<file path="config.mk">
export PLATFORM = sky130hd
export DESIGN_NAME = spi_shift_engine
export DESIGN_NICKNAME = d
export VERILOG_FILES = /design/src/rtl/spi_shift_engine.sv
export SDC_FILE = /design/constraint.sdc
export NUM_CORES = 1
export LEC_CHECK = 0
export CORE_MARGIN = 2
export CORE_UTILIZATION = 62
export CTS_BUF_LIST = sky130_fd_sc_hd__clkbuf_8
export CTS_CLUSTER_SIZE = 30
export DETAILED_ROUTE_END_ITERATION = 6
export HOLD_SLACK_MARGIN = 0.05
export MAX_ROUTING_LAYER = met4
export PLACE_DENSITY = 0.88
export SYNTH_ARGS = -nofsm -noshare
export SYNTH_HDL_FRONTEND = slang
export SYNTH_SLANG_ARGS = --single-unit
</file>
<file path="constraint.sdc">
create_clock -name pclk -period 6 [get_ports pclk]
set_input_delay 1.2 -clock pclk [delete_from_list [all_inputs] [get_ports pclk]]
set_output_delay 1.2 -clock pclk [all_outputs]
set_load 0.02 [all_outputs]
</file>
<file path="src/rtl/spi_shift_engine.sv">
// Master-mode SPI shift engine: frames one word with programmable clock mode, bit order,
// word length, baud rate and slave select, and returns the received word.
module spi_shift_engine #(
    parameter int unsigned DATA_WIDTH = 32,
    parameter int unsigned LEN_WIDTH  = $clog2(DATA_WIDTH),
    parameter int unsigned BR_WIDTH   = 8,
    parameter int unsigned NUM_SS     = 4
) (
    input  logic                      pclk,
    input  logic                      preset_n,
    input  logic                      start,
    input  logic                      abort,
    input  logic [DATA_WIDTH-1:0]     tx_data,
    input  logic                      cpol,
    input  logic                      cpha,
    input  logic                      dord,
    input  logic [LEN_WIDTH-1:0]      datalen,
    input  logic [BR_WIDTH-1:0]       spi_br,
    input  logic [$clog2(NUM_SS)-1:0] ss_sel,
    output logic                      busy,
    output logic                      done,
    output logic [DATA_WIDTH-1:0]     rx_data,
    output logic                      sclk,
    output logic                      mosi,
    input  logic                      miso,
    output logic [NUM_SS-1:0]         ss_n
);

    localparam int unsigned SS_WIDTH = $clog2(NUM_SS);
    // Toggle counter must reach 2*DATA_WIDTH.
    localparam int unsigned TW = LEN_WIDTH + 2;

    typedef enum logic [2:0] {StIdle, StLead, StShift, StTrail, StDone} state_e;

    state_e                  state_q, state_d;
    logic [BR_WIDTH-1:0]     cnt_q, cnt_d;
    logic [TW-1:0]           tog_q, tog_d;
    logic                    cpol_q, cpol_d, cpha_q, cpha_d, dord_q, dord_d;
    logic [LEN_WIDTH-1:0]    len_q, len_d;
    logic [BR_WIDTH-1:0]     br_q, br_d;
    logic [DATA_WIDTH-1:0]   tx_q, tx_d, rx_sh_q, rx_sh_d;
    logic                    busy_q, busy_d, done_q, done_d;
    logic [DATA_WIDTH-1:0]   rx_data_q, rx_data_d;
    logic                    sclk_q, sclk_d, mosi_q, mosi_d;
    logic [NUM_SS-1:0]       ss_n_q, ss_n_d;

    logic [LEN_WIDTH-1:0]    len_in;
    logic [NUM_SS-1:0]       ss_dec;
    logic [TW-1:0]           tog_nx, two_n, half, samp_j, shift_pos, samp_pos;
    logic                    lead_edge, sample_edge, shift_valid;

    if (DATA_WIDTH == (1 << LEN_WIDTH)) begin : g_len_full
        assign len_in = datalen;
    end else begin : g_len_clamp
        localparam logic [LEN_WIDTH-1:0] MAX_LEN = LEN_WIDTH'(DATA_WIDTH - 1);
        assign len_in = (datalen > MAX_LEN) ? MAX_LEN : datalen;
    end

    // Out-of-range selects simply match no line.
    always_comb begin
        ss_dec = '1;
        for (int unsigned i = 0; i < NUM_SS; i++) begin
            if (ss_sel == SS_WIDTH'(i)) ss_dec[i] = 1'b0;
        end
    end

    // Toggle t (1-based): odd = leading edge. Shift edges drive bit t/2, sample edges
    // capture bit (t-1)/2.
    assign tog_nx      = tog_q + 1'b1;
    assign two_n       = (TW'(len_q) + TW'(1)) << 1;
    assign half        = tog_nx >> 1;
    assign lead_edge   = tog_nx[0];
    assign sample_edge = lead_edge ^ cpha_q;
    assign samp_j      = lead_edge ? half : half - TW'(1);
    assign shift_pos   = dord_q ? half : TW'(len_q) - half;
    assign samp_pos    = dord_q ? samp_j : TW'(len_q) - samp_j;
    assign shift_valid = half <= TW'(len_q);

    always_comb begin
        state_d   = state_q;
        cnt_d     = cnt_q;
        tog_d     = tog_q;
        cpol_d    = cpol_q;
        cpha_d    = cpha_q;
        dord_d    = dord_q;
        len_d     = len_q;
        br_d      = br_q;
        tx_d      = tx_q;
        rx_sh_d   = rx_sh_q;
        busy_d    = busy_q;
        done_d    = 1'b0;
        rx_data_d = rx_data_q;
        sclk_d    = sclk_q;
        mosi_d    = mosi_q;
        ss_n_d    = ss_n_q;

        case (state_q)
            StIdle, StDone: begin
                if (start && !abort) begin
                    state_d = StLead;
                    cnt_d   = '0;
                    tog_d   = '0;
                    cpol_d  = cpol;
                    cpha_d  = cpha;
                    dord_d  = dord;
                    len_d   = len_in;
                    br_d    = spi_br;
                    tx_d    = tx_data;
                    rx_sh_d = '0;
                    busy_d  = 1'b1;
                    sclk_d  = cpol;
                    ss_n_d  = ss_dec;
                    if (!cpha) mosi_d = tx_data[dord ? '0 : len_in];
                end else begin
                    state_d = StIdle;
                    busy_d  = 1'b0;
                    ss_n_d  = '1;
                end
            end
            StLead, StShift, StTrail: begin
                if (abort) begin
                    state_d = StIdle;
                    busy_d  = 1'b0;
                    sclk_d  = cpol_q;
                    ss_n_d  = '1;
                end else if (cnt_q != br_q) begin
                    cnt_d = cnt_q + 1'b1;
                end else begin
                    cnt_d = '0;
                    if (state_q == StTrail) begin
                        state_d   = StDone;
                        done_d    = 1'b1;
                        busy_d    = 1'b0;
                        ss_n_d    = '1;
                        rx_data_d = rx_sh_q;
                    end else begin
                        tog_d   = tog_nx;
                        sclk_d  = ~sclk_q;
                        state_d = (tog_nx == two_n) ? StTrail : StShift;
                        if (sample_edge) begin
                            rx_sh_d[samp_pos[LEN_WIDTH-1:0]] = miso;
                        end else if (shift_valid) begin
                            mosi_d = tx_q[shift_pos[LEN_WIDTH-1:0]];
                        end
                    end
                end
            end
            default: state_d = StIdle;
        endcase
    end

    always_ff @(posedge pclk or negedge preset_n) begin
        if (!preset_n) begin
            state_q   <= StIdle;
            cnt_q     <= '0;
            tog_q     <= '0;
            cpol_q    <= 1'b0;
            cpha_q    <= 1'b0;
            dord_q    <= 1'b0;
            len_q     <= '0;
            br_q      <= '0;
            tx_q      <= '0;
            rx_sh_q   <= '0;
            busy_q    <= 1'b0;
            done_q    <= 1'b0;
            rx_data_q <= '0;
            sclk_q    <= 1'b0;
            mosi_q    <= 1'b0;
            ss_n_q    <= '1;
        end else begin
            state_q   <= state_d;
            cnt_q     <= cnt_d;
            tog_q     <= tog_d;
            cpol_q    <= cpol_d;
            cpha_q    <= cpha_d;
            dord_q    <= dord_d;
            len_q     <= len_d;
            br_q      <= br_d;
            tx_q      <= tx_d;
            rx_sh_q   <= rx_sh_d;
            busy_q    <= busy_d;
            done_q    <= done_d;
            rx_data_q <= rx_data_d;
            sclk_q    <= sclk_d;
            mosi_q    <= mosi_d;
            ss_n_q    <= ss_n_d;
        end
    end

    assign busy    = busy_q;
    assign done    = done_q;
    assign rx_data = rx_data_q;
    assign sclk    = sclk_q;
    assign mosi    = mosi_q;
    assign ss_n    = ss_n_q;

endmodule

</file>
# ---- Word level (Yosys, flattened, before mapping)
# Index checks and enable logic that the tools add are counted.
dict set report word_totals {
  reg_bits 138
  mem_bits_ro 0
  output_inout_bits 40
  mem_count 0
  word_cells 130
  latch_bits 0
  mem_bits_rw 0
}
dict set report op_classes {
  div 0
  reduce_logical 16
  n_mul 0
  muxes 63
  n_bitwise 4
  addsub 6
  eq_ne 20
  magnitude_cmp 5
  n_shift 0
}
# op n
set op_table {}
lappend op_table {{32-bit two-way mux} 5}
lappend op_table {{32-bit case mux with 2 select lines} 1}
lappend op_table {{32-bit bitwise mux} 1}
lappend op_table {{1-bit two-way mux} 28}
lappend op_table {{7-bit two-way mux} 4}
lappend op_table {{8-bit two-way mux} 3}
lappend op_table {{5-bit two-way mux} 4}
lappend op_table {{5-bit by 6-bit less-than comparator with 1-bit output (second input constant)} 3}
lappend op_table {{4-bit two-way mux} 4}
lappend op_table {{2-bit inequality test (second input constant)} 8}
lappend op_table {{8-bit case mux with 2 select lines} 1}
lappend op_table {{7-bit case mux with 2 select lines} 1}
lappend op_table {{1-bit binary-select mux with 5-bit select} 2}
lappend op_table {{5-bit subtractor} 2}
lappend op_table {{3-bit two-way mux} 3}
lappend op_table {{3-bit inequality test (second input constant)} 3}
lappend op_table {{8-bit by 1-bit adder with 8-bit output (second input constant)} 1}
lappend op_table {{8-bit inequality test} 1}
lappend op_table {{4-bit case mux with 2 select lines} 1}
lappend op_table {{4-bit AND reduction} 2}
lappend op_table {{8-bit AND reduction} 1}
lappend op_table {{7-bit by 1-bit adder with 7-bit output (second input constant)} 1}
lappend op_table {{7-bit equality test} 1}
lappend op_table {{5-bit by 1-bit adder with 6-bit output (second input constant)} 1}
lappend op_table {{other kinds (24)} 32}

# ---- Depth between registers and ports, before layout
# Gate-level depths: netlist (run 1).
dict set report logic_depth {
  ltp_word 15
  depth_mapped 14
  ltp_nobuf 13
}

# ---- Worst setup path after synthesis (run 1)
# No wires, ideal clock.
dict set report synth_path {
  kind {reg-to-reg}
  from {register tog_q[1]}
  to {register rx_sh_q[10]}
  period_less_slack_ps 3217
  setup_slack_ps 2783
  required_ps 5861
  path_buffers 1
  t_arrival_ps 3078
  stages_incl_launch_ff 14
  setup_ps 139
  cell_sequence {dfrtp_1 -> ha_1 -> xnor2_2 -> nand4_1 -> xnor2_1 -> inv_1 -> ha_1 -> a21oi_1 -> xnor2_1 -> nor2_1 -> xor2_2 -> buf_6 -> o311ai_0 -> o21ai_0}
}
dict set report synth_between {
  elab_chain_cells 15
}
# item line_no
set synth_rtl {}
lappend synth_rtl {{start: declaration} 37} ;# logic [TW-1:0] tog_q, tog_d;
lappend synth_rtl {{start signal: assignment} 173} ;# tog_q <= tog_d;
lappend synth_rtl {{7-bit by 1-bit adder with 7-bit output *} 69} ;# assign tog_nx = tog_q + 1'b1;
lappend synth_rtl {{5-bit by 1-bit subtractor with 5-bit output} 74} ;# assign samp_j = lead_edge ? half : half - TW'(1);
lappend synth_rtl {{5-bit two-way mux *} 74}
lappend synth_rtl {{5-bit subtractor} 76} ;# assign samp_pos = dord_q ? samp_j : TW'(len_q) - samp_j;
lappend synth_rtl {{5-bit two-way mux *} 76}
lappend synth_rtl {{5-bit by 6-bit less-than comparator with 1-bit output (not written as such) / 5-bit by 1-bit >= comparator with 1-bit output (equally long branches)} 141} ;# rx_sh_d[samp_pos[LEN_WIDTH-1:0]] = miso;
lappend synth_rtl {{1-bit logical AND (not written as such)} 141}
lappend synth_rtl {{1-bit two-way mux (not written as such)} 141}
lappend synth_rtl {{1-bit demux with 5-bit select *} 141}
lappend synth_rtl {{32-bit bitwise mux *} 141}
lappend synth_rtl {{32-bit two-way mux *} 140} ;# if (sample_edge) begin
lappend synth_rtl {{32-bit two-way mux *} 130} ;# if (state_q == StTrail) begin
lappend synth_rtl {{32-bit two-way mux *} 126} ;# end else if (cnt_q != br_q) begin
lappend synth_rtl {{32-bit two-way mux *} 121} ;# if (abort) begin
lappend synth_rtl {{32-bit case mux with 2 select lines *} 97} ;# case (state_q)
lappend synth_rtl {{end signal: assignment} 180} ;# rx_sh_q <= rx_sh_d;
lappend synth_rtl {{end: declaration} 41} ;# logic [DATA_WIDTH-1:0] tx_q, tx_d, rx_sh_q, rx_sh_d;
# Every way passes the cells marked *; elsewhere a longest branch is shown, timed or not. The select of a mux whose other input is x is not followed.
# A chain may end at the register's enable or synchronous reset.

# ---- Final worst setup path (run 1)
dict set report layout_path {
  from {register tog_q[0]}
  to {register rx_sh_q[13]}
}
dict set report layout_between {
  elab_chain_cells 15
}
# item line_no
set layout_rtl {}
lappend layout_rtl {{7-bit by 1-bit adder with 7-bit output *} 69}
lappend layout_rtl {{5-bit by 1-bit subtractor with 5-bit output} 74}
lappend layout_rtl {{5-bit two-way mux} 74}
lappend layout_rtl {{5-bit subtractor} 76}
lappend layout_rtl {{5-bit two-way mux} 76}
lappend layout_rtl {{5-bit by 6-bit less-than comparator with 1-bit output (not written as such) / 5-bit by 1-bit >= comparator with 1-bit output (equally long branches)} 141}
lappend layout_rtl {{1-bit logical AND (not written as such)} 141}
lappend layout_rtl {{1-bit two-way mux (not written as such)} 141}
lappend layout_rtl {{1-bit demux with 5-bit select} 141}
lappend layout_rtl {{32-bit bitwise mux} 141}
lappend layout_rtl {{32-bit two-way mux} 140}
lappend layout_rtl {{32-bit two-way mux} 130}
lappend layout_rtl {{32-bit two-way mux} 126}
lappend layout_rtl {{32-bit two-way mux} 121}
lappend layout_rtl {{32-bit case mux with 2 select lines} 97}
# Marks and branches as above.

==> results of run 1 <==
-- report_power, final --
part	total, W	internal [W]	switching, W	leakage [nW]
Clock	0.000683	0.000320	0.000364	0.193
Sequential	0.00117	0.00105	0.000127	1.83
Combinational	0.00139	0.000477	0.000911	1.88
Total	0.00325	0.00184	0.00140	3.91
-- registers in the layout (all words and copies together) (netlist names), 3 cells and up --
signal   flops
tx_q        32
br_q         8
tog_q        7
ss_n         4
cnt_q        8
rx_data     32
state_q      3
rx_sh_q     32
len_q        5
-- layer usage --
metal	up-vias	track usage (%)	wire [um]	share of wire, %
met2	300	47.47	8644	48
met5	-	-	0	0
li1	2807	-	-	-
met4	0	13.17	461	2.5
met3	44	7.177	1321	7.3
met1	2929	40.52	7695	42
-- through the flow --
stage | power, W | util, %
after detailed placement | 0.002544 | 72.51
after floorplan | 0.002223 | -
after global placement | 0.002488 | 72.51
after global routing | 0.003441 | 75.53
final | 0.003246 | 75.53
after CTS | 0.003229 | 75.53
-- worst max-delay path, cell delays in order (launching register included) --
cell,delay (ns)
dfrtp_1,0.53
ha_1,0.35
xnor2_2,0.59
nand4_1,0.20
xnor2_1,0.31
inv_1,0.09
ha_1,0.31
a21oi_1,0.17
xnor2_1,0.13
nor2_1,0.11
xnor2_2,0.75
nand2_1,0.34
o21ai_0,0.31
-- placed cells by master (no fill, tap or decap), types with 7 or more instances in the layout --
cell type and count:
o21ai_0 49, dfrtp_1 134, nand3_1 16, ha_1 17
clkdlybuf4s50_1 93, o311ai_0 23, nor2_1 31, o311ai_1 10
mux2_2 35, inv_1 27, nand2_1 153, a211oi_1 13
clkbuf_8 17, a21oi_1 15, o21ai_1 17, xor2_1 15
mux2i_1 15, xnor2_1 12, buf_4 7
-- cell families after synthesis --
group / Yosys count
AO/OA/AOI/OAI: 171
buffers and inverters: 64
AND/OR/NAND/NOR: 252
adder cells (fa/ha/maj): 19
flip-flops: 138
XOR/XNOR: 34
multiplexers: 59
-- worst max-delay path by stage --
stage | endpoint | cells past startpoint | slack [ns]
after CTS | rx_sh_q[13]$_DFFE_PN0P_ | 12 | 1.77
after global routing | rx_sh_q[11]$_DFFE_PN0P_ | 12 | 1.37
final | rx_sh_q[13]$_DFFE_PN0P_ | 12 | 1.70
after global placement | rx_sh_q[8]$_DFFE_PN0P_ | 8 | 1.89
after detailed placement | rx_sh_q[11]$_DFFE_PN0P_ | 8 | 1.83
after floorplan | rx_sh_q[10]$_DFFE_PN0P_ | 13 | 2.78
-- area by class of cell --
cell class,count,area (um^2)
well taps,143,178.9
fillers,806,2818
clock inverters,15,113.9
inverters,25,93.84
clock buffers,17,234.0
repair buffers,100,983.4
flip-flops and latches,138,3458
multi-input cells,535,3636
==> results_dict.tcl, run 1 <==
set metrics [dict create \
    status "complete, but fails checks" \
    violations "design-rule violations" \
    core_um2 11520 \
    synthArstFlopShare_pct 100.0 \
    ys_ff_latch 138 \
    worstRegToRegCells 12 \
    synth_common_cells "nand2_1 (153), dfrtp_1 (134), o21ai_0 (49)" \
    dp.cells 941 \
    regToRegSetupSlack_ns 1.70 \
    synth_edf_count 0 \
    rows 39 \
    hold_slack_ns 0.4803 \
    diodes 0 \
    path_class "reg2reg" \
    hold_buffers 0 \
    syn-cell-area_um2 7368 \
    r2r_start "tog_q[0]$_DFFE_PN0P_" \
    startpoint_type "flop" \
    cts_buffers 17 \
    cts_tree "done" \
    drc_errors 3 \
    max-clock-path-buffers 2 \
    fmax_mhz 232.6 \
    cp-startpoint "tog_q[0]$_DFFE_PN0P_" \
    syn_inst 737 \
    rsz0062_at_grt "no" \
    end_kind "flop" \
    numPortBuffers 94 \
    synth_area_leaders "dfrtp_1 (46%), nand2_1 (7.8%), mux2_2 (5.3%)" \
    die_area_um2 12770 \
    insertion_delay_ns 0.47 \
    start_util_pct 63.98 \
    synth_top_family_by_area "compound AO/OA/AOI/OAI gates" \
    yosys.area_share.simple_pct 15.57 \
    wl_per_cell_um 18.62 \
    yosysMostFrequentCell "nand2_1" \
    die_width_um 113.0 \
    design_area_um2 8698 \
    synth.lib_cells_used.distinct 68 \
    cts.repair.resized 0 \
    synth.mux.area_fraction_pct 9.764 \
    fin_tns_setup_ns 0 \
    peakVddDrop_mv 0.2507 \
    drive_gt1_share_pct 12.53 \
    final_nets 891 \
    synth_top_cell_area_share_pct 45.51 \
    routed_wirelength_um 18120 \
    synth_top_area_cell "dfrtp_1" \
    avgSynthCellArea_um2 9.998 \
    power.leakage_nw 3.907 \
    slew_headroom_pct 27.73 \
    cts.sinks 138 \
    crit_arrival_ns 4.67 \
    placed_area_um2 8351 \
    setup_viol 0 \
    min-delay-start "tx_q[11]$_DFFE_PN0P_" \
    synth-adder-area-share_pct 3.430 \
    fp.dieH_um 113.0 \
    drt_pass1_iterations 7 \
    grt_pass1_wl_um 30170 \
    grt_overflow 0 \
    synth_compound_area_share_pct 15.59 \
    final_antenna_net_count 0 \
    antenna_found_initial 0 \
    vias 6080 \
    hold_viol 0 \
    ys_seq_area_share_pct 46.93 \
    drt-initial-drc-count 529 \
    drv_slew 0 \
    grt_use_total_pct 31.12 \
    synthFlopType "dfrtp_1" \
    tightest_slew_ns 1.063 \
    io_pins 95 \
    power_density_nw_per_um2 373.1 \
    worstReg2RegEnd "rx_sh_q[13]$_DFFE_PN0P_" \
    min_path_type "reg2reg" \
    cts_htree_levels 4 \
    maxCapViolCount 0 \
    grt_max_degree 74 \
    finalCriticalPeriod_ns 4.298 \
    fin_crit_sh_pct 71.64 \
    final_cells 973 \
    syn_nets 811 \
    area.growth.synth_to_final_pct 18.05 \
    dp_hpwl_um 12980 \
    yosys.area_share.xor_xnor_pct 4.907 \
    fin_ws_ns 1.702 \
    place_ws_ns 1.826 \
    min_to "tx_q[11]$_DFFE_PN0P_" \
    vias_per_cell 6.249 \
    cp.required_ns 6.37 \
    path_max_fanout 18 \
    yosysWarnings 0 \
    grt_pass1_vias 6096 \
    clk_pin_slew_ns 0.08 \
    fin_skew_ns 0.01202 \
    cts_root_buf "clkbuf_8" \
    cts_setup_buffers 0 \
    gp_congestion 0.9131 \
    whs_path_depth 2 \
]
Power figures use the tool's default switching activity.
==> run 2, diff against run 1 <==
--- a/config.mk
+++ b/config.mk
@@ -6,13 +6,13 @@
 export NUM_CORES = 1
 export LEC_CHECK = 0
 export CORE_MARGIN = 2
-export CORE_UTILIZATION = 62
+export CORE_UTILIZATION = 52
 export CTS_BUF_LIST = sky130_fd_sc_hd__clkbuf_8
 export CTS_CLUSTER_SIZE = 30
 export DETAILED_ROUTE_END_ITERATION = 6
 export HOLD_SLACK_MARGIN = 0.05
 export MAX_ROUTING_LAYER = met4
-export PLACE_DENSITY = 0.88
+export PLACE_DENSITY = 0.79
 export SYNTH_ARGS = -nofsm -noshare
 export SYNTH_HDL_FRONTEND = slang
 export SYNTH_SLANG_ARGS = --single-unit
==> constraint.sdc (replaced) <==
create_clock -name pclk -period 3.8 [get_ports pclk]
set_input_delay 0.76 -clock pclk [delete_from_list [all_inputs] [get_ports pclk]]
set_output_delay 0.76 -clock pclk [all_outputs]
set_load 0.02 [all_outputs]
==> results_dict.tcl, run 2 (synthesis gave the netlist of run 1 again) <==
set metrics [dict create \
    tightest_slew_ns 1.040 \
    grt_max_degree 74 \
    fin_crit_sh_pct 92.91 \
    dp.cells 989 \
    final_cell_mix "nand2_1 (153), dfrtp_1 (134), clkdlybuf4s50_1 (93)" \
    final_common_cell "nand2_1" \
    die_width_um 123.0 \
    finalCriticalPeriod_ns 3.531 \
    drv_slew 0 \
    status "finished, final reports clean" \
    clk_pin_slew_ns 0.09 \
    fin_skew_ns 0.01949 \
    crit_arrival_ns 3.84 \
    cts_buffers 17 \
    maxCapViolCount 0 \
    diodes 0 \
    cp-startpoint "tog_q[1]$_DFFE_PN0P_" \
    rsz0062_at_grt "no" \
    grt_overflow 0 \
    fillCellCount 1128 \
    cts_root_buf "clkbuf_8" \
    numPortBuffers 94 \
    max-clock-path-buffers 2 \
    vias_per_cell 5.957 \
    drive_gt1_share_pct 13.93 \
    regToRegSetupSlack_ns 0.27 \
    gp_congestion 0.9120 \
    rows 43 \
    power.leakage_nw 3.956 \
    grt_use_met1_pct 33.44 \
    peakVddDrop_mv 0.4494 \
    drt_pass1_iterations 5 \
    antenna_found_initial 0 \
    final_cells 1020 \
    path_max_fanout 17 \
    grt_pass1_vias 6076 \
    worstRegToRegCells 13 \
    r2r_start "tog_q[1]$_DFFE_PN0P_" \
    core_um2 13880 \
    cp.required_ns 4.11 \
    met2_usage_pct 42.30 \
    fmax_mhz 283.2 \
    path_class "reg2reg" \
    startpoint_type "flop" \
    vias 6076 \
    final_nets 902 \
    insertion_delay_ns 0.47 \
    routed_wirelength_um 18400 \
    cts_tree "done" \
    grt_busiest_layer "met2" \
    grtUsageMet3_pct 5.304 \
    drt-initial-drc-count 607 \
    drc_errors 0 \
    cts_htree_levels 4 \
    die_area_um2 15140 \
    grt_use_total_pct 26.46 \
    fin_tns_setup_ns 0 \
    grt_pass1_wl_um 30040 \
    area.growth.synth_to_final_pct 20.46 \
    worstReg2RegEnd "rx_sh_q[8]$_DFFE_PN0P_" \
    cts.sinks 138 \
    dp_hpwl_um 13240 \
    fp.dieH_um 123.0 \
    min_path_type "in2async" \
    cts_setup_buffers 0 \
    slew_headroom_pct 30.66 \
    hold_viol 0 \
    setup_viol 0 \
    start_util_pct 53.08 \
    final_antenna_net_count 0 \
    wl_per_cell_um 18.04 \
    io_pins 95 \
    end_kind "flop" \
    power_density_nw_per_um2 602.8 \
]
-- run 2: worst max-delay path: stages (launching register included) --
cell	delay (ns)
dfrtp_1	0.43
ha_1	0.30
nand3_1	0.18
xor2_2	0.20
inv_2	0.07
xnor2_1	0.28
inv_1	0.08
ha_1	0.31
a21oi_1	0.20
xnor2_1	0.10
nor2_2	0.28
xor2_4	0.23
o311ai_0	0.48
o21ai_0	0.20
-- run 2: routing by layer --
metal	part of all wire, %	routed length [um]
met5	0	0
met3	6.1	1122
met1	42	7775
met2	49	9042
met4	2.5	454
-- run 2: timing repair --
action                                  4_1_cts  5_1_grt
endpoints found under the setup margin        0       30
resized for setup                             0        2
hold buffers                                  0        0
-- run 2: metrics by stage --
| step | hold slack [ns] | utilization (%) | cell area [um^2] | total power, W | worst slack, ns |
|---|---|---|---|---|---|
| 3_5_place_dp | 0.4638 | 61.27 | 8504 | 0.004189 | 0.1302 |
| 6_report | 0.4173 | 63.94 | 8876 | 0.005350 | 0.2693 |
| 4_1_cts | 0.4468 | 63.85 | 8862 | 0.005299 | 0.1059 |
| 2_1_floorplan | 0.4450 | - | 7368 | 0.003511 | 0.5829 |
| 3_3_place_gp | 0.4581 | 61.27 | 8504 | 0.004101 | 0.2662 |
| 5_1_grt | 0.4857 | 63.94 | 8876 | 0.005662 | 0.03593 |
-- run 2: how the worst max path moves through the flow --
stage	to	slack [ns]	depth (start not counted)
after CTS	rx_sh_q[25]$_DFFE_PN0P_	0.11	14
final	rx_sh_q[8]$_DFFE_PN0P_	0.27	13
after global placement	rx_sh_q[25]$_DFFE_PN0P_	0.27	14
after detailed placement	rx_sh_q[25]$_DFFE_PN0P_	0.13	14
after global routing	rx_sh_q[25]$_DFFE_PN0P_	0.04	14
after floorplan	rx_sh_q[10]$_DFFE_PN0P_	0.58	13
-- run 2: cell type report --
class / count / area (um^2) / area share [%]
Clock buffer: 17 / 234.0 / 2.636
Clock inverter: 14 / 123.9 / 1.396
Inverter: 25 / 93.84 / 1.057
Multi-Input combinational cell: 535 / 3650 / 41.12
Sequential cell: 138 / 3458 / 38.96
Tap cell: 180 / 225.2 / 2.537
Timing Repair Buffer: 111 / 1091 / 12.29
-- run 2: where the power goes --
| part | internal [W] | switching, W | total (W) | leakage, nW |
|---|---|---|---|---|
| sequential | 0.00165 | 0.000188 | 0.00184 | 1.83 |
| clock | 0.000514 | 0.000599 | 0.00111 | 0.180 |
| combinational | 0.000848 | 0.00155 | 0.00240 | 1.95 |
